File: src/rtl/mem_rr_arbiter_if.sv
// Request/grant bundle between NREQ requesters and mem_rr_arbiter.
// The requester side uses modport master; the arbiter uses modport slave.
interface mem_rr_arbiter_if #(
   parameter int NREQ  = 3,
   parameter int CNT_W = 16
);
   localparam int IDX_W = (NREQ > 1) ? $clog2(NREQ) : 1;

   logic [NREQ-1:0]  req;
   logic [NREQ-1:0]  done;
   logic [NREQ-1:0]  gnt;
   logic [IDX_W-1:0] gnt_idx;
   logic             busy;
   logic [CNT_W-1:0] nb_preempts;

   modport master (output req, done, input gnt, gnt_idx, busy, nb_preempts);
   modport slave  (input req, done, output gnt, gnt_idx, busy, nb_preempts);
endinterface

File: src/rtl/mem_rr_arbiter.sv
// Round-robin owner arbiter for the shared memory port, with a turnaround cycle and hold-time preemption.
// Optional macro MEM_ARB_PRIO0_EN makes requester 0 urgent (wins arbitration, preempts any other owner).
module mem_rr_arbiter #(
   parameter int NREQ     = 3,
   parameter int MAX_HOLD = 4,
   parameter int CNT_W    = 16
) (
   input  logic           clk,
   input  logic           reset,
   mem_rr_arbiter_if.slave bus
);
   localparam int IDX_W  = (NREQ > 1) ? $clog2(NREQ) : 1;
   localparam int HOLD_W = $clog2(MAX_HOLD + 1);
   localparam logic [HOLD_W-1:0] HOLD_LAST = HOLD_W'(MAX_HOLD - 1);
   localparam logic [HOLD_W-1:0] HOLD_MAX  = HOLD_W'(MAX_HOLD);
   localparam logic [IDX_W-1:0]  LAST_INIT = IDX_W'(NREQ - 1);

   typedef enum logic [1:0] {IDLE, GRANT, TURN} state_t;

   state_t            state_q, state_d;
   logic [IDX_W-1:0]  owner_q, owner_d;
   logic [IDX_W-1:0]  last_q, last_d;
   logic [HOLD_W-1:0] hold_q, hold_d;
   logic [CNT_W-1:0]  preempt_q;
   logic [NREQ-1:0]   gnt_q, gnt_d;
   logic [IDX_W-1:0]  gnt_idx_q, gnt_idx_d;
   logic              busy_q;

   logic              found;
   logic [IDX_W-1:0]  win;
   logic [IDX_W-1:0]  cand;
   logic [NREQ-1:0]   owner_oh;
   logic              contended;
   logic              preempt;

   // Scan starts just after the last winner so every requester gets a turn.
   always_comb begin
      // NOTE: every signal written here gets a default first so no path leaves it unassigned (no latch).
      found = 1'b0;
      win   = '0;
      cand  = '0;
      for (int k = 1; k <= NREQ; k++) begin
         cand = IDX_W'((int'(last_q) + k) % NREQ);
         if (!found && bus.req[cand]) begin
            found = 1'b1;
            win   = cand;
         end
      end
`ifdef MEM_ARB_PRIO0_EN
      if (bus.req[0]) begin
         found = 1'b1;
         win   = '0;
      end
`endif
   end

   assign owner_oh  = NREQ'(1) << owner_q;
   assign contended = |(bus.req & ~owner_oh);

   always_comb begin
      state_d = state_q;
      owner_d = owner_q;
      last_d  = last_q;
      hold_d  = hold_q;
      preempt = 1'b0;

      unique case (state_q)
         IDLE, TURN: begin
            if (found) begin
               state_d = GRANT;
               owner_d = win;
               last_d  = win;
               hold_d  = '0;
            end else begin
               state_d = IDLE;
            end
         end
         GRANT: begin
            if (hold_q != HOLD_MAX) hold_d = hold_q + 1'b1;
            // A normal done always wins over a simultaneous preemption.
            if (bus.done[owner_q]) begin
               state_d = TURN;
`ifdef MEM_ARB_PRIO0_EN
            end else if (owner_q != '0 && bus.req[0]) begin
               state_d = TURN;
               preempt = 1'b1;
            end else if (owner_q != '0 && hold_q == HOLD_LAST && contended) begin
               state_d = TURN;
               preempt = 1'b1;
`else
            end else if (hold_q == HOLD_LAST && contended) begin
               state_d = TURN;
               preempt = 1'b1;
`endif
            end
         end
         default: state_d = IDLE;
      endcase

      gnt_d     = (state_d == GRANT) ? (NREQ'(1) << owner_d) : '0;
      gnt_idx_d = (state_d == GRANT) ? owner_d : '0;
   end

   always_ff @(posedge clk) begin
      // NOTE: sequential state uses non-blocking assignments so all registers update from pre-edge values.
      if (!reset) begin
         state_q   <= IDLE;
         owner_q   <= '0;
         last_q    <= LAST_INIT;
         hold_q    <= '0;
         preempt_q <= '0;
         gnt_q     <= '0;
         gnt_idx_q <= '0;
         busy_q    <= 1'b0;
      end else begin
         state_q   <= state_d;
         owner_q   <= owner_d;
         last_q    <= last_d;
         hold_q    <= hold_d;
         gnt_q     <= gnt_d;
         gnt_idx_q <= gnt_idx_d;
         busy_q    <= (state_d == GRANT);
         if (preempt && preempt_q != '1) preempt_q <= preempt_q + 1'b1;
      end
   end

   assign bus.gnt         = gnt_q;
   assign bus.gnt_idx     = gnt_idx_q;
   assign bus.busy        = busy_q;
   assign bus.nb_preempts = preempt_q;
endmodule

File: src/flat_wrapper.sv
// flat-port wrapper written by rule: the top's interface ports become plain ports
module mem_rr_arbiter_flat 
#(
   parameter int NREQ     = 3,
   parameter int MAX_HOLD = 4,
   parameter int CNT_W    = 16
)
  (clk, reset, bus_req, bus_done, bus_gnt, bus_gnt_idx, bus_busy, bus_nb_preempts);
  mem_rr_arbiter_if #(.NREQ(NREQ), .CNT_W(CNT_W)) bus_i ();
  input  logic clk;
  input  logic reset;
  input wire logic [$bits(bus_i.req)-1:0] bus_req;
  input wire logic [$bits(bus_i.done)-1:0] bus_done;
  output wire logic [$bits(bus_i.gnt)-1:0] bus_gnt;
  output wire logic [$bits(bus_i.gnt_idx)-1:0] bus_gnt_idx;
  output wire logic [$bits(bus_i.busy)-1:0] bus_busy;
  output wire logic [$bits(bus_i.nb_preempts)-1:0] bus_nb_preempts;
  assign bus_i.req = bus_req;
  assign bus_i.done = bus_done;
  assign bus_gnt = bus_i.gnt;
  assign bus_gnt_idx = bus_i.gnt_idx;
  assign bus_busy = bus_i.busy;
  assign bus_nb_preempts = bus_i.nb_preempts;
  mem_rr_arbiter #(.NREQ(NREQ), .MAX_HOLD(MAX_HOLD), .CNT_W(CNT_W)) u_core (.clk(clk), .reset(reset), .bus(bus_i));
endmodule
File: config.mk
export PLATFORM = sky130hd
export DESIGN_NAME = mem_rr_arbiter_flat
export DESIGN_NICKNAME = d
export VERILOG_FILES = /design/src/rtl/mem_rr_arbiter_if.sv /design/src/rtl/mem_rr_arbiter.sv /design/src/flat_wrapper.sv
export SDC_FILE = /design/constraint.sdc
export NUM_CORES = 1
export LEC_CHECK = 0
export BUFFER_PORTS_ARGS = -buffer_cell sky130_fd_sc_hd__buf_2
export CAP_MARGIN = 5
export CELL_PAD_IN_SITES_DETAIL_PLACEMENT = 0
export CELL_PAD_IN_SITES_GLOBAL_PLACEMENT = 2
export CORE_MARGIN = 8
export CORE_UTILIZATION = 33
export CTS_CLUSTER_DIAMETER = 200
export DETAILED_ROUTE_END_ITERATION = 8
export PLACE_DENSITY_LB_ADDON = 0.1
export SYNTH_ARGS = -nofsm -noshare
export SYNTH_HDL_FRONTEND = slang
export SYNTH_SLANG_ARGS = --single-unit
File: constraint.sdc
create_clock -name clk -period 2.45 [get_ports clk]
set_clock_uncertainty 0.1 [all_clocks]
set_input_delay 0.1225 -clock clk [delete_from_list [all_inputs] [get_ports clk]]
set_output_delay 0.1225 -clock clk [all_outputs]
set_load 0.01 [all_outputs]
-- Word level (Yosys, flattened, before mapping)
Cells that the tools add are included.
- memory bits (writable): 0
- bits in latches: 0
- output and inout bits: 22
- memories kept: 0
- input bits: 8
- logic and storage cells: 71
- bits in registers: 31
- ROM bits: 0
- bitwise gates (word level): 2
- divide/modulo/power cells: 3
- $add $sub $neg: 5
- order comparisons: 4
- shift operators: 2
- $mul: 0
- muxes and demuxes: 26
- reductions and logical operators: 13
- equal/unequal tests: 8
- operators with widths (operator ; number):
    $mod 32x3->32 const B ; 3
    $add 16x1->16 const B ; 1
    $ne 16x16->1 const B ; 1
    $mux 2 ; 7
    $lt 2x3->1 const B ; 4
    $mux 1 ; 11
    $bmux 1 s2 ; 4
    $add 2x2->3 const B ; 2
    $mux 3 ; 2
    $pmux 3 s2 ; 1
    $shl 1x2->3 const A ; 2
    $eq 2x1->1 const B ; 2
    $logic_and 1x1->1 ; 4
    $ne 2x1->1 const B ; 2
    $pmux 2 s2 ; 1
    $reduce_and 2->1 ; 2
    $add 2x1->3 const B ; 1
    $add 3x1->3 const B ; 1
    $and 3x3->3 ; 1
    $eq 3x2->1 const B ; 1
    $ne 3x3->1 const B ; 1
    $not 3->3 ; 1
    $reduce_and 3->1 ; 1
    $reduce_or 3->1 ; 1
    5 further kinds ; 6

-- Logic depth before layout (Yosys ltp)
Gate-level depths: netlist (run 1).
- depth in word-level cells: 15
- mapped depth: 8
- gate-level depth less buffers: 7

-- Least setup slack after synthesis (run 1)
No wires, ideal clock.
- path type: register to register
- from: register u_core.last_q[0]
- to: register u_core.gnt_q[2] (netlist: u_core.bus.gnt[2])
- stages on the path, launching flop included: 8
- data arrival time: 1.948 ns
- period minus slack after synthesis: 2.133 ns
- library setup time: 0.086 ns
- path slack: 0.317 ns
- required time: 2.264 ns
- buffers on the path: 0
- path through: dfxtp_1 -> inv_1 -> ha_1 -> o21ai_0 -> a311oi_1 -> or3_1 -> or2_2 -> a211oi_1
- cells in the longest elaborated chain, start to end: 15
- elaborated cells between the ends (all ways): 29
- classes of those cells: add/sub (3); div (3); eq/ne (1); shift (1); mux (16); reduce/logical (5)
- ends and longest elaborated chain (item ; RTL line ; text):
    from (decl) ; mem_rr_arbiter.sv:22 ; logic [IDX_W-1:0] last_q, last_d;
    from (signal assigned) ; mem_rr_arbiter.sv:118 ; last_q <= last_d;
    $add 2x1->3 ; mem_rr_arbiter.sv:43 ; cand = IDX_W'((int'(last_q) + k) % NREQ);
    $mod 32x3->32 ; mem_rr_arbiter.sv:43 ;
    $bmux 1 s2 ; mem_rr_arbiter.sv:44 ; if (!found && bus.req[cand]) begin
    $mux 1 (not written as such) ; mem_rr_arbiter.sv:44 ;
    $mux 1 ; mem_rr_arbiter.sv:44 ;
    $logic_not 1->1 ; mem_rr_arbiter.sv:44 ;
    $logic_and 1x1->1 ; mem_rr_arbiter.sv:44 ;
    $mux 1 ; mem_rr_arbiter.sv:44 ;
    $logic_not 1->1 ; mem_rr_arbiter.sv:44 ;
    $logic_and 1x1->1 ; mem_rr_arbiter.sv:44 ;
    $mux 1 ; mem_rr_arbiter.sv:44 ;
    $mux 1 ; mem_rr_arbiter.sv:69 ; if (found) begin
    $pmux 2 s2 ; mem_rr_arbiter.sv:67 ; unique case (state_q)
    $eq 2x1->1 ; mem_rr_arbiter.sv:100 ; gnt_d = (state_d == GRANT) ? (NREQ'(1) << owner_d) : '0;
    $reduce_and 2->1 (no line) ; n/a ;
    to (signal assigned) ; mem_rr_arbiter.sv:120 ; gnt_q <= gnt_d;
    to (decl) ; mem_rr_arbiter.sv:25 ; logic [NREQ-1:0] gnt_q, gnt_d;
Several ways; a longest one is shown, not always the timed one. The select of a mux whose other input is x is not followed.
A chain may end at the register's enable or synchronous reset.

-- Final worst setup path (run 1)
- from: register u_core.last_q[1]
- to: register u_core.gnt_q[2] (netlist: u_core.bus.gnt[2])
The elaborated chain is that of the path after synthesis.

==> results of run 1 <==
path summary, 6_finish.rpt:
check / start / end / slack [ns] / depth (start not counted)
setup / recovery: u_core.last_q[1] / u_core.bus.gnt[2] / 0.20 / 6
setup reg to reg: u_core.last_q[1] / u_core.bus.gnt[2] / 0.20 / 6
hold / removal: reset / u_core.last_q[1] / 0.04 / 2
hold reg to reg: u_core.bus.nb_preempts[11] / u_core.bus.nb_preempts[11] / 0.38 / 2
Yosys cell counts, types with 2 or more instances:
cell	instances
or3_1	3
nand4_1	5
o21ai_0	7
buf_2	3
nand3_1	7
nor3_1	4
mux2_2	2
o21a_1	2
dfxtp_1	31
a21oi_1	20
nand2b_1	8
ha_1	6
nand2_1	17
a311oi_1	2
o31ai_1	8
nor2_1	8
or4_1	9
mux2i_1	5
a211oi_1	2
or2_2	2
and3_1	3
inv_1	10
nor4_1	6
sequential cells by signal, indices dropped and copies added (netlist names):
| signal | cells |
|---|---|
| u_core.owner_q | 2 |
| u_core.bus.gnt_idx | 2 |
| u_core.hold_q | 3 |
| u_core.last_q | 2 |
| u_core.state_q | 2 |
| u_core.bus.busy | 1 |
| u_core.bus.nb_preempts | 16 |
| u_core.bus.gnt | 3 |
layout make-up:
cell class / count / area share, %
Clock buffer: 6 / 4.09
Clock inverter: 2 / 1.74
Tap cell: 70 / 4.34
Multi-Input combinational cell: 144 / 47.6
Timing Repair Buffer: 35 / 9.42
Sequential cell: 31 / 30.8
Inverter: 11 / 2.05
placed cells by master (no fill, tap or decap), types with 3 or more instances in the layout:
| cell type | n |
|---|---|
| mux2i_1 | 5 |
| ha_1 | 5 |
| buf_2 | 29 |
| clkbuf_8 | 6 |
| inv_1 | 10 |
| nor2_1 | 8 |
| o21ai_0 | 6 |
| nand4_1 | 5 |
| nand3_1 | 7 |
| and3_1 | 3 |
| nor3_1 | 4 |
| a21oi_1 | 20 |
| o31ai_1 | 8 |
| dfxtp_1 | 31 |
| or4_1 | 9 |
| nor4_1 | 6 |
| nand2_1 | 17 |
| nand2b_1 | 8 |
| buf_4 | 6 |
where the power goes:
part	leakage, uW	total [uW]	switching (uW)	internal [uW]
sequential	0.000252	632	50.3	582
combinational	0.000444	667	382	285
clock	0.0000612	533	204	329
total	0.000757	1830	637	1200
per-layer routing:
layer,GRT usage [%],share of wire (%),vias up
met4,4.06,0.71,0
li1,-,-,790
met3,4.43,5.9,4
met1,13.2,45,726
met2,20.0,48,27
met5,0,0,-
cell families (layout without fill, tap and decap cells):
| family | count (synthesis) | count (layout) | share of synthesized area, % |
|---|---|---|---|
| fa+ha+maj | 6 | 6 | 4.49 |
| buf+inv | 19 | 54 | 5.84 |
| mux | 8 | 8 | 5.24 |
| compound gates | 50 | 50 | 20.2 |
| simple gates | 80 | 80 | 27.1 |
| flops | 31 | 31 | 37.1 |
stage by stage:
stage	setup WS, ns	instance area [um^2]	power, uW	hold WS, ns	utilization [%]
after CTS	0.0807	2010	1840	0.0348	40.1
final	0.196	2020	1830	0.0402	40.3
after global placement	0.213	1890	1280	0.334	37.8
after floorplan	0.317	1670	1100	0.186	-
after global routing	0.0579	2020	1960	0.0536	40.3
after detailed placement	0.0961	1890	1300	0.341	37.8
what timing repair did:
action,CTS,global route
hold buffers,0,0
resized for setup,0,3
setup endpoints to repair,0,2
==> metrics, run 1 <==
initial DRC count=50; total number of vias=1547; Main synth FF type=dfxtp_1; CP required=2.54 ns; DRC Markers=0; final hold viol count=0; Area growth syn-to-layout=20.7%; final antenna-violating net count=0; EDFF count, synth=0; Worst-Margin Slew=0.483 ns; highest fanout seen on the critical path=8; CP startpoint kind=flip-flop; critical path cell sequence=ha_2 > or3b_2 > a21oi_1 > o21ai_0 > or2_2 > a211oi_1; Arr. time, crit path=2.34 ns; chip width=87.2 um; Synth top area share=37.1%; Final GP Congestion=0.759; average wire per standard cell=14.5 um; final std cells w/o fill=299; Die Ht=87.2 um; DR pass1 iterations=4; Worst-Skew Late Latency=0.28 ns; maximum root-to-sink buffer count=2; Pwr Density=908 mW/mm^2; H-tree levels=2; TritonCTS clock tree=built; total wire length=4.34 mm; Max-slew headroom=67.5%; nets@finish=242; clock slew seen by the registers of the worst setup and hold paths=0.07 ns; layout cells sized above 1=24.9%; placed cell count=291; outcome=completed; Netlist cell types=47; global-route wire length before repair=7.09 mm; Mapped Cells=194; Synth Warn #=0; Max-Cap Viols=0; Setup Viol. Count Final=0; # port buffers=29; Fillers=544; total CTS buffers=5; Core ar.=0.00501 mm^2; Final period util=92.0%; async set-reset flop share out of synthesis=0%; min Tclk post-route=2.25 ns; synthesized area per cell=8.62 um^2; Setup crit end kind=flip-flop; cell area after synthesis=0.00167 mm^2; worst hold path class=in2reg; area leader, netlist=dfxtp_1; Sink Count=31; CP peak stage delay=0.45 ns; Static Leak=0.000757 uW; vias in the first global route=1499; RSZ-0062 raised after global routing=no; GRT Util Overall=11.8%; hpwl dp=3.27 mm; postcts setup bufs=0; maximum clock rate=444 MHz; largest net degree at the start of global routing=21; Post-Syn Nets=208; Synth Register Bits=31; critical path's top delay family=simple AND/OR/NAND/NOR gates; initial cell density of the core=33.4%; ranking of synthesized cells by area=dfxtp_1 (37%), a21oi_1 (6.0%), ha_1 (4.5%); die area=0.00760 mm^2; initial antenna violation count=0; Peak VDD IR=464 uV; sequential share of the synthesized area=37.1%; slowest CP cell=or3b_2; worst setup path category=reg2reg; Reg area=621 um^2; area of the multi-input gates=961 um^2; Max Transition Viols Final=0; final setup TNS=0 ns; CTS root buf=clkbuf_8; Crit path buffers/inverters=0; total congestion overflow=0; # IOs=30; ANT cells=0; Vias/cell=5.17; Rows=26
Note: power is estimated with default switching activity, not from simulation.
==> inputs of run 2 (changes only) <==
Settings changed: BUFFER_PORTS_ARGS -buffer_cell sky130_fd_sc_hd__buf_2 to -buffer_cell sky130_fd_sc_hd__buf_4, TNS_END_PERCENT from default to 30.
==> metrics, run 2 (synthesis gave the netlist of run 1 again) <==
# port buffers=29 (unchanged); Setup Viol. Count Final=0 (unchanged); Peak VDD IR=520 uV (was 464 uV); Max-Cap Viols=0 (unchanged); Final GP Congestion=0.771 (was 0.759); total CTS buffers=5 (unchanged); layout cells sized above 1=23.7% (was 24.9%); GRT Util Overall=11.6% (was 11.8%); initial cell density of the core=33.4% (unchanged); maximum root-to-sink buffer count=2 (unchanged); slowest CP cell=or3_4 (was or3b_2); Comb power frac=38.3% (was 36.4%); Internal Pwr Total=1130 uW (was 1200 uW); Arr. time, crit path=2.42 ns (was 2.34 ns); RSZ-0062 raised after global routing=no (unchanged); Worst-Skew Late Latency=0.28 ns (about the same); Max Transition Viols Final=0 (unchanged); nets@finish=241 (was 242); final antenna-violating net count=0 (unchanged); outcome=completed (unchanged); worst hold path class=in2reg (unchanged); CP startpoint kind=flip-flop (unchanged); Max-slew headroom=69.1% (was 67.5%); critical path cell sequence=inv_1 > ha_1 > o21ai_0 > a311oi_1 > or3_4 > or2_2 > a211oi_1 (was ha_2 > or3b_2 > a21oi_1 > o21ai_0 > or2_2 > a211oi_1); CP required=2.55 ns (was 2.54 ns); die area=0.00760 mm^2 (unchanged); initial antenna violation count=0 (unchanged); average wire per standard cell=14.1 um (was 14.5 um); CP peak stage delay=0.44 ns (was 0.45 ns); total wire length=4.20 mm (was 4.34 mm); final setup TNS=0 ns (unchanged); Die Ht=87.2 um (unchanged); # IOs=30 (unchanged); final hold viol count=0 (unchanged); total number of vias=1552 (was 1547); Rows=26 (unchanged); clock slew seen by the registers of the worst setup and hold paths=0.06 ns (was 0.07 ns); most frequent cells in the layout=buf_4 (34), dfxtp_1 (31), a21oi_1 (20) (was dfxtp_1 (31), buf_2 (29), a21oi_1 (20)); worst setup path category=reg2reg (unchanged); maximum clock rate=432 MHz (was 444 MHz); Worst-Margin Slew=0.458 ns (was 0.483 ns); ANT cells=0 (unchanged); Vias/cell=5.21 (was 5.17); switching pwr=621 uW (was 637 uW); post-layout util=41.2% (was 40.3%); commonest non-fill, non-tap cell in the layout=buf_4 (was dfxtp_1); Pwr Density=849 mW/mm^2 (was 908 mW/mm^2); TritonCTS clock tree=built (unchanged); Setup crit end kind=flip-flop (unchanged); Area growth syn-to-layout=23.4% (was 20.7%); hpwl dp=3.09 mm (was 3.27 mm); chip width=87.2 um (unchanged); Clk pwr share=25.4% (was 29.1%); H-tree levels=2 (unchanged); register share of total power=36.3% (was 34.5%); total congestion overflow=0 (unchanged); Final period util=94.6% (was 92.0%); DRC Markers=0 (unchanged); Static Leak=0.000748 uW (was 0.000757 uW); vias in the first global route=1451 (was 1499); largest net degree at the start of global routing=23 (was 21); DR pass1 iterations=6 (was 4); global-route wire length before repair=6.84 mm (was 7.09 mm); min Tclk post-route=2.32 ns (was 2.25 ns); highest fanout seen on the critical path=8 (unchanged); Core ar.=0.00501 mm^2 (unchanged); CTS root buf=clkbuf_8 (unchanged); initial DRC count=61 (was 50); max reg flops=16 (unchanged); Sink Count=31 (unchanged); Sw Share=35.4% (was 34.8%)
run 2: changes by cell type in the layout (fill, tap and decap cells not counted), sizes merged:
cell	before	now
buf	35	34
bufinv	1	0
clkbuf	6	8
clkinv	2	1
run 2: power groups by stage:
stage / Combinational, uW / Clock, uW / Sequential [uW]
detailed placement: 661 / 0 / 642
finish: 671 / 444 / 636
global route: 743 / 487 / 643
CTS: 666 / 458 / 635
floorplan: 459 / 0 / 646
global placement: 649 / 0 / 643
run 2: critical path: cells and delay by family, from the launching register on:
family	cells	cell delay, ns
flops	1	0.33
simple gates	2	0.79
fa+ha+maj	1	0.38
buf+inv	1	0.06
compound gates	3	0.57
run 2: cell type report:
| class | instances | area (um^2) |
|---|---|---|
| tap | 70 | 87.6 |
| inverter | 11 | 41.3 |
| fill | 527 | 2950 |
| clock buffer | 8 | 100 |
| sequential | 31 | 621 |
| timing repair buffer | 34 | 255 |
| multi-input combinational | 144 | 958 |
run 2: metrics by stage:
stage | hold WS, ns | power [uW] | cells | setup WS (ns) | area (um^2)
after floorplan | 0.186 | 1100 | 194 | 0.317 | 1670
after global placement | 0.295 | 1290 | 290 | 0.214 | 1960
after detailed placement | 0.307 | 1300 | 290 | 0.119 | 1960
after CTS | 0.0115 | 1760 | 298 | 0.0929 | 2060
after global routing | 0.00716 | 1870 | 298 | 0.0248 | 2060
final | 0.0147 | 1750 | 298 | 0.133 | 2060
run 2: what timing repair did:
| item | in CTS | in global routing |
|---|---|---|
| endpoints found under the setup margin | 0 | 1 |
| hold endpoints to repair | 0 | 0 |
| setup buffers | 0 | 0 |
| resized for setup | 0 | 1 |
| hold buffers | 0 | 0 |
run 2: layer usage:
layer  part of all wire, %  global-route usage, %  vias up  wire, um
met5                     0                      0        -         0
met4                   1.0                   4.22        0        43
met3                   5.9                   4.81        6       247
met2                    50                   19.4       27      2090
met1                    43                   12.8      732      1820
li1                      -                      -      787         -
run 2: final timing paths:
path	startpoint	end	slack, ns	cells after the start
worst max-delay path	u_core.last_q[0]	u_core.bus.gnt[2]	0.13	7
worst min-delay path	reset	u_core.last_q[1]	0.01	2
worst max register to register	u_core.last_q[0]	u_core.bus.gnt[2]	0.13	7
worst min register to register	u_core.bus.nb_preempts[11]	u_core.bus.nb_preempts[11]	0.39	2
==> inputs of run 3 (changes only) <==
Settings changed: ABC_AREA from default to 1, CORE_UTILIZATION 33 to 31.
==> metrics, run 3 <==
maximum clock rate=493 MHz (was 432 MHz); Setup Viol. Count Final=0 (unchanged); final std cells w/o fill=366 (was 298); Worst-Skew Late Latency=0.28 ns (about the same); Main synth FF type=dfxtp_1 (unchanged); final hold viol count=0 (unchanged); Max-Cap Viols=0 (unchanged); initial DRC count=33 (was 61); Synth Warn #=0 (unchanged); hpwl dp=3.64 mm (was 3.09 mm); Max Transition Viols Final=0 (unchanged); Final GP Congestion=0.766 (was 0.771); Vias/cell=4.54 (was 5.21); nets@finish=304 (was 241); layout cells sized above 1=25.1% (was 23.7%); initial cell density of the core=31.4% (was 33.4%); worst setup path category=reg2reg (unchanged); CP startpoint kind=flip-flop (unchanged); total wire length=4.60 mm (was 4.20 mm); Hold WS=0.250 ns (was 0.0147 ns); uppermost layer routed=met4 (unchanged); highest fanout seen on the critical path=10 (was 8); final antenna-violating net count=0 (unchanged); DR pass1 iterations=4 (was 6); # port buffers=29 (unchanged); reg-to-reg setup timing slack=0.42 ns (was 0.13 ns); DRC Markers=0 (unchanged); met2 WL=2.39 mm (was 2.09 mm); clock slew seen by the registers of the worst setup and hold paths=0.06 ns (about the same); TritonCTS clock tree=built (unchanged); cts repair resizes=0 (unchanged); Rows=28 (was 26); synth cell count leaders=nand2_1 (61), dfxtp_1 (31), inv_1 (29) (was dfxtp_1 (31), a21oi_1 (20), nand2_1 (17)); Setup crit end kind=flip-flop (unchanged); area leader, netlist=dfxtp_1 (unchanged); H-tree levels=2 (unchanged); global-route wire length before repair=8.13 mm (was 6.84 mm); async set-reset flop share out of synthesis=0% (unchanged); ranking of synthesized cells by area=dfxtp_1 (34%), nand2_1 (13%), nand3_1 (6.9%) (was dfxtp_1 (37%), a21oi_1 (6.0%), ha_1 (4.5%)); maximum root-to-sink buffer count=2 (unchanged); total number of vias=1661 (was 1552); Die Ht=92.5 um (was 87.2 um); cell mode on critical path=nand2_1; largest net degree at the start of global routing=19 (was 23); Mapped Cells=256 (was 194); post-layout util=38.2% (was 41.2%); vias in the first global route=1717 (was 1451); slowest CP cell=ha_1 (was or3_4); ANT cells=0 (unchanged); RSZ-0062 raised after global routing=no (unchanged); total congestion overflow=0 (unchanged); placed cell count=357 (was 290); total power=1790 uW (was 1750 uW); GRT Util Overall=11.6% (about the same); cell area after synthesis=0.00181 mm^2 (was 0.00167 mm^2); Synth Register Bits=31 (unchanged); wire length on met1=1.98 mm (was 1.82 mm); postcts setup bufs=0 (unchanged); CP peak stage delay=0.37 ns (was 0.44 ns); Final period util=82.9% (was 94.6%); Synth top area share=34.2% (was 37.1%); Area growth syn-to-layout=21.8% (was 23.4%); initial antenna violation count=0 (unchanged); critical path cell sequence=inv_1 > ha_1 > inv_2 > nand2_1 > nand3_1 > nand2_1 > nand3_1 > nand2_2 > inv_2 > nand2_1 > nand2_1 > nand2_1 > nor2_1 (was inv_1 > ha_1 > o21ai_0 > a311oi_1 > or3_4 > or2_2 > a211oi_1); Arr. time, crit path=2.10 ns (was 2.42 ns); met3 routed WL=184 um (was 247 um); CP required=2.52 ns (was 2.55 ns); Static Leak=0.000951 uW (was 0.000748 uW); Netlist cell types=29 (was 47); Peak VDD IR=285 uV (was 520 uV); die area=0.00856 mm^2 (was 0.00760 mm^2); max reg flops=16 (unchanged); Sink Count=31 (unchanged); worst hold path class=in2reg (unchanged); EDFF count, synth=0 (unchanged); Pwr Density=811 mW/mm^2 (was 849 mW/mm^2); Core ar.=0.00578 mm^2 (was 0.00501 mm^2); sequential share of the synthesized area=34.2% (was 37.1%); Max-slew headroom=63.6% (was 69.1%); CTS root buf=clkbuf_8 (unchanged); commonest non-fill, non-tap cell in the layout=nand2_1 (was buf_4); final setup TNS=0 ns (unchanged); synthesized area per cell=7.09 um^2 (was 8.62 um^2); # IOs=30 (unchanged); Worst-Margin Slew=0.545 ns (was 0.458 ns); Post-Syn Nets=270 (was 208); total CTS buffers=5 (unchanged); outcome=completed (unchanged); most frequent cell after synthesis=nand2_1 (was dfxtp_1); average wire per standard cell=12.6 um (was 14.1 um); min Tclk post-route=2.03 ns (was 2.32 ns); chip width=92.5 um (was 87.2 um); most frequent cells in the layout=nand2_1 (61), dfxtp_1 (31), buf_4 (30) (was buf_4 (34), dfxtp_1 (31), a21oi_1 (20))
[run 3: changes by cell type after synthesis, moves of 4 or more]
cell	previous run	this run
nand2b_1	8	0
nand2_1	17	61
or4_1	9	0
nand3_1	7	25
inv_1	10	29
xor2_1	0	10
nor4_1	6	0
a21oi_2	0	10
mux2i_1	5	0
inv_2	0	4
nand2_2	0	12
a21oi_1	20	12
nor2_1	8	20
o31ai_1	8	0
[run 3: routing by layer]
metal | global-route usage (%) | vias to the layer above
li1 | - | 881
met1 | 12.9 | 753
met2 | 20.7 | 21
met3 | 3.56 | 6
met4 | 3.22 | 0
met5 | 0 | -
[run 3: stage by stage]
step	setup WS, ns	cell area (um^2)
after detailed placement	0.407	2100
final	0.420	2210
after global placement	0.370	2100
after floorplan	0.684	1810
after CTS	0.401	2210
after global routing	0.163	2210
[run 3: power by group]
group,internal (uW),switching (uW)
sequential,585,47.9
combinational,243,468
clock,256,191
total,1080,707
[run 3: what timing repair did]
action,CTS,global route
hold buffers,1,0
endpoints found under the hold margin,1,0
setup endpoints to repair,0,0
[run 3: critical path: cells and delay by family (launching register included)]
kind	cells	cell delay [ns]
buffers and inverters	3	0.20
and+or+nand+nor	9	0.90
adders and majority gates	1	0.37
DFF	1	0.35
[run 3: final timing paths]
check        cells after the start              from           endpoint
max reg2reg                     13  u_core.last_q[0]  u_core.bus.gnt[2]
max                             13  u_core.last_q[0]  u_core.bus.gnt[2]
min reg2reg                      2  u_core.last_q[0]   u_core.last_q[0]
min                              5        bus_req[2]  u_core.state_q[1]
[run 3: cells by family (layout without fill, tap and decap cells)]
logic type                 Yosys count  after routing  synth area share [%]
DFF                                 31             31                  34.2
adders and majority gates            6              6                  4.14
buffers and inverters               38             73                  9.03
and+or+nand+nor                    138            138                  35.7
AOI/OAI and AO/OA                   30             30                  10.6
xor gates and xnor gates            13             13                  6.28
[run 3: layout make-up]
| type | count | area [um^2] |
|---|---|---|
| fillers | 644 | 3570 |
| well taps | 75 | 93.8 |
| repair buffers | 31 | 235 |
| clock buffers | 8 | 100 |
| inverters | 34 | 130 |
| flip-flops and latches | 31 | 621 |
| multi-input cells | 187 | 1030 |
